===== src/rtl/pipelined_prefix_adder_pkg.sv =====
// Shared types and sizing helpers for the pipelined prefix adder.
package adder_pkg;

   typedef enum logic {ADD, SUB} op_t;

   // Number of Kogge-Stone levels needed to span an operand of the given width.
   function automatic int LEVELS(input int width);
      return $clog2(width);
   endfunction

endpackage


===== src/rtl/pipelined_prefix_adder_level.sv =====
// One Kogge-Stone prefix level combining each (G,P) pair with the pair DIST bits below,
// optionally registered together with its valid bit and the pass-through sum bits.
module prefix_level #(
   parameter int WIDTH = 32,
   parameter int DIST  = 1,
   parameter int REG   = 1
) (
   input  logic             clk,
   input  logic             rst_n,
   input  logic             en,
   input  logic             valid_prev,
   input  logic [WIDTH-1:0] g_prev,
   input  logic [WIDTH-1:0] p_prev,
   input  logic [WIDTH:0]   x_prev,
   output logic             valid_next,
   output logic [WIDTH-1:0] g_next,
   output logic [WIDTH-1:0] p_next,
   output logic [WIDTH:0]   x_next
);

   logic [WIDTH-1:0] g_comb;
   logic [WIDTH-1:0] p_comb;

   // Positions below DIST already hold complete groups and pass through untouched.
   always_comb begin
      g_comb = g_prev;
      p_comb = p_prev;
      for (int i = DIST; i < WIDTH; i++) begin
         g_comb[i] = g_prev[i] | (p_prev[i] & g_prev[i-DIST]);
         p_comb[i] = p_prev[i] & p_prev[i-DIST];
      end
   end

   generate
      if (REG != 0) begin : g_reg
         always_ff @(posedge clk or negedge rst_n) begin
            if (!rst_n) begin
               valid_next <= 1'b0;
               g_next     <= '0;
               p_next     <= '0;
               x_next     <= '0;
            end else if (en) begin
               valid_next <= valid_prev;
               g_next     <= g_comb;
               p_next     <= p_comb;
               x_next     <= x_prev;
            end
         end
      end else begin : g_comb_only
         logic unused_ctl;
         assign unused_ctl = clk ^ rst_n ^ en;
         assign valid_next = valid_prev;
         assign g_next     = g_comb;
         assign p_next     = p_comb;
         assign x_next     = x_prev;
      end
   endgenerate

endmodule


===== src/rtl/pipelined_prefix_adder.sv =====
// Pipelined Kogge-Stone adder/subtractor with a valid/ready stream interface and
// carry, signed-overflow and zero flags; a single stall signal freezes the whole pipe.
module pipelined_prefix_adder
   import adder_pkg::*;
#(
   parameter int WIDTH     = 32,
   parameter int PIPELINED = 1
) (
   input  logic             clk,
   input  logic             rst_n,
   input  logic             in_valid,
   output logic             in_ready,
   input  logic [WIDTH-1:0] a,
   input  logic [WIDTH-1:0] b,
   input  logic             cin,
   input  op_t              op,
   output logic             out_valid,
   input  logic             out_ready,
   output logic [WIDTH-1:0] y,
   output logic             cout,
   output logic             ovf,
   output logic             zero
);

   localparam int LV = LEVELS(WIDTH);

   logic             stall;
   logic             en;
   logic [WIDTH-1:0] b_eff;
   logic             c0;
   logic [WIDTH-1:0] g0;
   logic [WIDTH-1:0] p0;
   logic [WIDTH-1:0] pbit;

   logic             s0_valid;
   logic [WIDTH-1:0] s0_g;
   logic [WIDTH-1:0] s0_p;
   logic [WIDTH:0]   s0_x;

   assign stall    = out_valid && !out_ready;
   assign en       = !stall;
   assign in_ready = en;

   // Carry-in is absorbed into bit 0, so that position's group already reaches down
   // to the carry-in and its group propagate is forced low.
   always_comb begin
      b_eff = (op == SUB) ? ~b : b;
      c0    = (op == SUB) ? 1'b1 : cin;
      pbit  = a ^ b_eff;
      g0    = a & b_eff;
      p0    = pbit;
      g0[0] = (a[0] & b_eff[0]) | (pbit[0] & c0);
      p0[0] = 1'b0;
   end

   // Stage 0 register; x carries the bitwise propagate and carry-in to the final XOR.
   always_ff @(posedge clk or negedge rst_n) begin
      if (!rst_n) begin
         s0_valid <= 1'b0;
         s0_g     <= '0;
         s0_p     <= '0;
         s0_x     <= '0;
      end else if (en) begin
         s0_valid <= in_valid;
         s0_g     <= g0;
         s0_p     <= p0;
         s0_x     <= {pbit, c0};
      end
   end

   genvar k;
   generate
      for (k = 0; k < LV; k++) begin : lvl
         logic             vi;
         logic [WIDTH-1:0] gi;
         logic [WIDTH-1:0] pi;
         logic [WIDTH:0]   xi;
         logic             v;
         logic [WIDTH-1:0] g;
         logic [WIDTH-1:0] p;
         logic [WIDTH:0]   x;

         if (k == 0) begin : g_first
            assign vi = s0_valid;
            assign gi = s0_g;
            assign pi = s0_p;
            assign xi = s0_x;
         end else begin : g_chain
            assign vi = lvl[k-1].v;
            assign gi = lvl[k-1].g;
            assign pi = lvl[k-1].p;
            assign xi = lvl[k-1].x;
         end

         prefix_level #(
            .WIDTH (WIDTH),
            .DIST  (1 << k),
            .REG   ((PIPELINED != 0) ? 1 : 0)
         ) u_level (
            .clk        (clk),
            .rst_n      (rst_n),
            .en         (en),
            .valid_prev (vi),
            .g_prev     (gi),
            .p_prev     (pi),
            .x_prev     (xi),
            .valid_next (v),
            .g_next     (g),
            .p_next     (p),
            .x_next     (x)
         );
      end
   endgenerate

   logic [WIDTH-1:0] gf;
   logic [WIDTH:0]   xf;
   logic             unused_p;

   assign gf        = lvl[LV-1].g;
   assign xf        = lvl[LV-1].x;
   assign unused_p  = ^lvl[LV-1].p;
   assign out_valid = lvl[LV-1].v;

   // Overflow is the carry into the MSB differing from the carry out of it.
   assign y    = xf[WIDTH:1] ^ {gf[WIDTH-2:0], xf[0]};
   assign cout = gf[WIDTH-1];
   assign ovf  = gf[WIDTH-1] ^ gf[WIDTH-2];
   assign zero = out_valid & ~|y;

endmodule

===== config.mk =====
export PLATFORM = sky130hd
export DESIGN_NAME = pipelined_prefix_adder
export DESIGN_NICKNAME = d
export VERILOG_FILES = /design/src/rtl/pipelined_prefix_adder_pkg.sv /design/src/rtl/pipelined_prefix_adder_level.sv /design/src/rtl/pipelined_prefix_adder.sv
export SDC_FILE = /design/constraint.sdc
export NUM_CORES = 1
export LEC_CHECK = 0
export CAP_MARGIN = 5
export CORE_ASPECT_RATIO = 0.6
export CORE_MARGIN = 4
export CORE_UTILIZATION = 30
export DETAILED_ROUTE_END_ITERATION = 12
export HOLD_SLACK_MARGIN = 0.03
export MAX_ROUTING_LAYER = met4
export PLACE_DENSITY = 0.51
export SYNTH_ARGS = -nofsm -noshare
export SYNTH_HDL_FRONTEND = slang
export SYNTH_SLANG_ARGS = --single-unit

===== constraint.sdc =====
create_clock -name clk -period 1.6 [get_ports clk]
set_clock_uncertainty 0.15 [all_clocks]
set_input_delay 0.32 -clock clk [delete_from_list [all_inputs] [get_ports clk]]
set_output_delay 0.32 -clock clk [all_outputs]
set_load 0.05 [all_outputs]

==> results.toml <==
[drt]
via_per_inst = 4.838
vias = 16610
dr.pass1.iters = 7
drt_iter0_drc = 1267
drt.antenna.violating_nets = 0
avgRoutedWirePerCell_um = 19.86
drt-total-wl_um = 68180
drc_errors = 0

[logic_synthesis]
synth_common_cells = "988 x nand2_1, 494 x dfrtp_1, 260 x a21oi_1, 131 x nor2_1, 98 x nand3_1"
syn_avg_cell_area_sq_um = 9.089
yosysWarnings = 0
synth_area_leaders = "dfrtp_1 62%, nand2_1 19%, a21oi_1 6.5%, xor2_1 2.8%, nor2_1 2.5%"
syn-num-nets = 2300
post-synth-top-count-cell = "nand2_1"
synth-edff-count = 0
synth-seq-area-share = 0.6188
async_reset_ff_frac = 1.000
synth_seq_cells = 494
ys.flop_type = "dfrtp_1"
synth.distinct_cells = 22
syn_area_sq_um = 19980
syn_inst = 2198
synth_top_cell_by_area = "dfrtp_1"
yosys.area.top_type_share = 0.6188

[layout]
fin_area_sq_um = 31920
diodes = 0
nFillCells = 5719
num-nets-final = 2614
fin_cells = 3433
regArea_sq_um = 12380
multi_input_area_sq_um = 10690
area_delta_synth_final_pct = 59.78
drive_gt1_frac = 0.4130

[worst_setup_path]
cp.buffers_inverters = 3
crit_path_top_delay_cell = "dfrtp_1"
startpoint_type = "flop"
cp.required_ns = 1.13
cp_cell_sequence = "xor2_2 > nor4_2 > buf_4 > nand4_1 > buf_4 > nor3b_4 > buf_12"
cp_top_family = "simple AND/OR/NAND/NOR gates"
endpoint_kind = "primary output"
crit_top_cell = "buf_4"
r2r_start = "lvl[4].u_level.valid_next"
path_class = "reg -> out"
cp.arrival_ns = 2.33
cp_max_fo = 2
r2r_slack_ns = -0.77
crit_start = "lvl[4].u_level.x_next[18]"
critPathMaxStageDelay_ns = 0.41

[global_routing]
grt_pass1_vias = 15440
grt_pass1_wl_um = 92690
gr-total-overflow = 0
grt_max_degree = 100
antenna_found_initial = 0
globalRouteTotalUtil = 0.1706

[clocking]
cts.sinks = 494
clkLatencyLatePin_ns = 0.57
cts_buffers = 47
cts_root_buffer = "clkbuf_16"
clkTransAtPathRegs_ns = 0.07
ctsHtreeMaxLevel = 2
cts_tree = "built"
cts_max_path_buffers = 3

[run]
cap_violations = 0

[timing]
fin_crit_ns = 2.797
slew_viol_final = 0
setup_slack_ns = -1.197
max_freq_mhz = 357.6
slew_headroom = 0.6151
rsz0062_at_grt = "true"
worst_pin_slew_ns = 0.5773
period_share = 1.748
hold_viol = 0
setup_viol = 531
holdWs_ns = 0.05811

[power_and_ir_drop]
power.density_nw_per_um2 = 2079
ir_drop_uv = 904.8
total_power_mw = 66.38
p_leak_nw = 14.86

[die]
io_pins = 107
fp.dieW_um = 341.2
num_rows = 72
die_y_um = 207.9
start_util = 0.3067
die-area_sq_um = 70920
coreArea_sq_um = 65130

[place]
dp.cells = 3202
gp_congestion = 0.8099
place_ws_ns = -0.7081
dpl_cell_area_sq_um = 23640
dp_hpwl_um = 40260
port_buffers = 106

[run_status]
failed_checks = "negative setup slack"
run_status = "complete, but fails checks"

[worst_hold_path]
hold_class = "in -> async"
path summary, 6_finish.rpt:
kind	depth (start not counted)	endpoint
worst max-delay path	7	zero
worst min-delay path	2	lvl[2].u_level.g_next[4]
worst max register to register	14	lvl[3].u_level.p_next[21]
worst min register to register	1	lvl[4].u_level.valid_next
max in group asynchronous	3	lvl[0].u_level.g_next[8]
min in group clk	4	lvl[0].xi[0]
registers in the layout, summed over array words and instances, names as in the netlist:
signal,count
lvl.vi,1
lvl.gi,32
lvl.u_level.p_next,98
lvl.xi,33
lvl.u_level.valid_next,5
lvl.u_level.g_next,160
lvl.u_level.x_next,165
stage by stage:
stage | utilization | setup TNS, ns
6_report | 0.4901 | -325.15
5_1_grt | 0.4901 | -353.98
4_1_cts | 0.4109 | -146.91
3_5_place_dp | 0.3630 | -144.91
3_3_place_gp | 0.3630 | -134.67
2_1_floorplan | - | -0.8520
report_power, final:
part / switching, mW / internal [mW] / total, mW
Combinational: 15.2 / 15.3 / 30.4
Sequential: 6.96 / 17.5 / 24.5
Clock: 4.89 / 6.58 / 11.5
cell usage in the layout, fill, tap and decap left out, types with 2 or more instances in the layout:
cell               n
buf_12            92
buf_16            34
a21oi_2           80
nor4_2             3
clkinv_2           4
nor2_4            94
nand3_4           21
nor2_2            10
nand2_4          144
dfrtp_1          480
dfrtp_2           14
clkbuf_1          10
nor4_1             4
nand3_1           19
nand4_1            2
buf_4             65
nand3_2           58
xor2_4             7
nand2_1          638
xor2_2            26
xor2_1            32
nor2_1            28
bufinv_16          3
clkbuf_16        102
buf_6             33
nand2_2          200
clkbuf_8          15
clkinvlp_4         2
buf_8             29
nand2_8            6
a21oi_1          179
clkdlybuf4s50_1   67
ha_1              32
cells by family (layout without fill, tap and decap cells):
kind of cell / Yosys count / in the layout / synth area share
AO/OA/AOI/OAI: 260 / 260 / 0.06513
XOR/XNOR: 65 / 65 / 0.02850
adder cells (fa/ha/maj): 32 / 32 / 0.02004
buffers and inverters: 115 / 462 / 0.02781
flip-flops: 494 / 494 / 0.6188
multiplexers: 1 / 1 / 0.0005636
AND/OR/NAND/NOR: 1231 / 1231 / 0.2392
per-layer routing:
layer | GRT usage | wire length (um) | part of all wire
met5 | - | 0 | 0
met4 | 0.03234 | 1074 | 0.016
met3 | 0.02526 | 3149 | 0.046
met2 | 0.2170 | 28870 | 0.42
met1 | 0.2807 | 35090 | 0.51
what timing repair did:
action | in CTS | in global routing
buffers inserted | 44 | 33
endpoints found under the hold margin | 494 | 0
setup endpoints to repair | 498 | 531
pin swaps | 32 | 439
hold buffers | 1 | 0
gates resized for setup | 136 | 952
gates cloned | 27 | 70
cell type report:
class	instances	share of cell area
Multi-Input combinational cell	1589	0.3349
Sequential cell	494	0.3878
Clock inverter	10	0.004194
Clock buffer	72	0.04449
Tap cell	888	0.03481
Timing Repair Buffer	378	0.1932
Inverter	2	0.0006272
worst register-to-register path: stages, from the launching register on:
cell and delay (ns):
dfrtp_2 0.40, clkinv_4 0.10, buf_6 0.13, buf_6 0.10, buf_6 0.10, buf_6 0.10, nor2_4 0.15, inv_8 0.07
buf_8 0.13, buf_12 0.15, buf_12 0.15, clkbuf_16 0.19, clkbuf_16 0.18, nand3_4 0.09, nand2_2 0.05
Power figures use the tool's default switching activity.
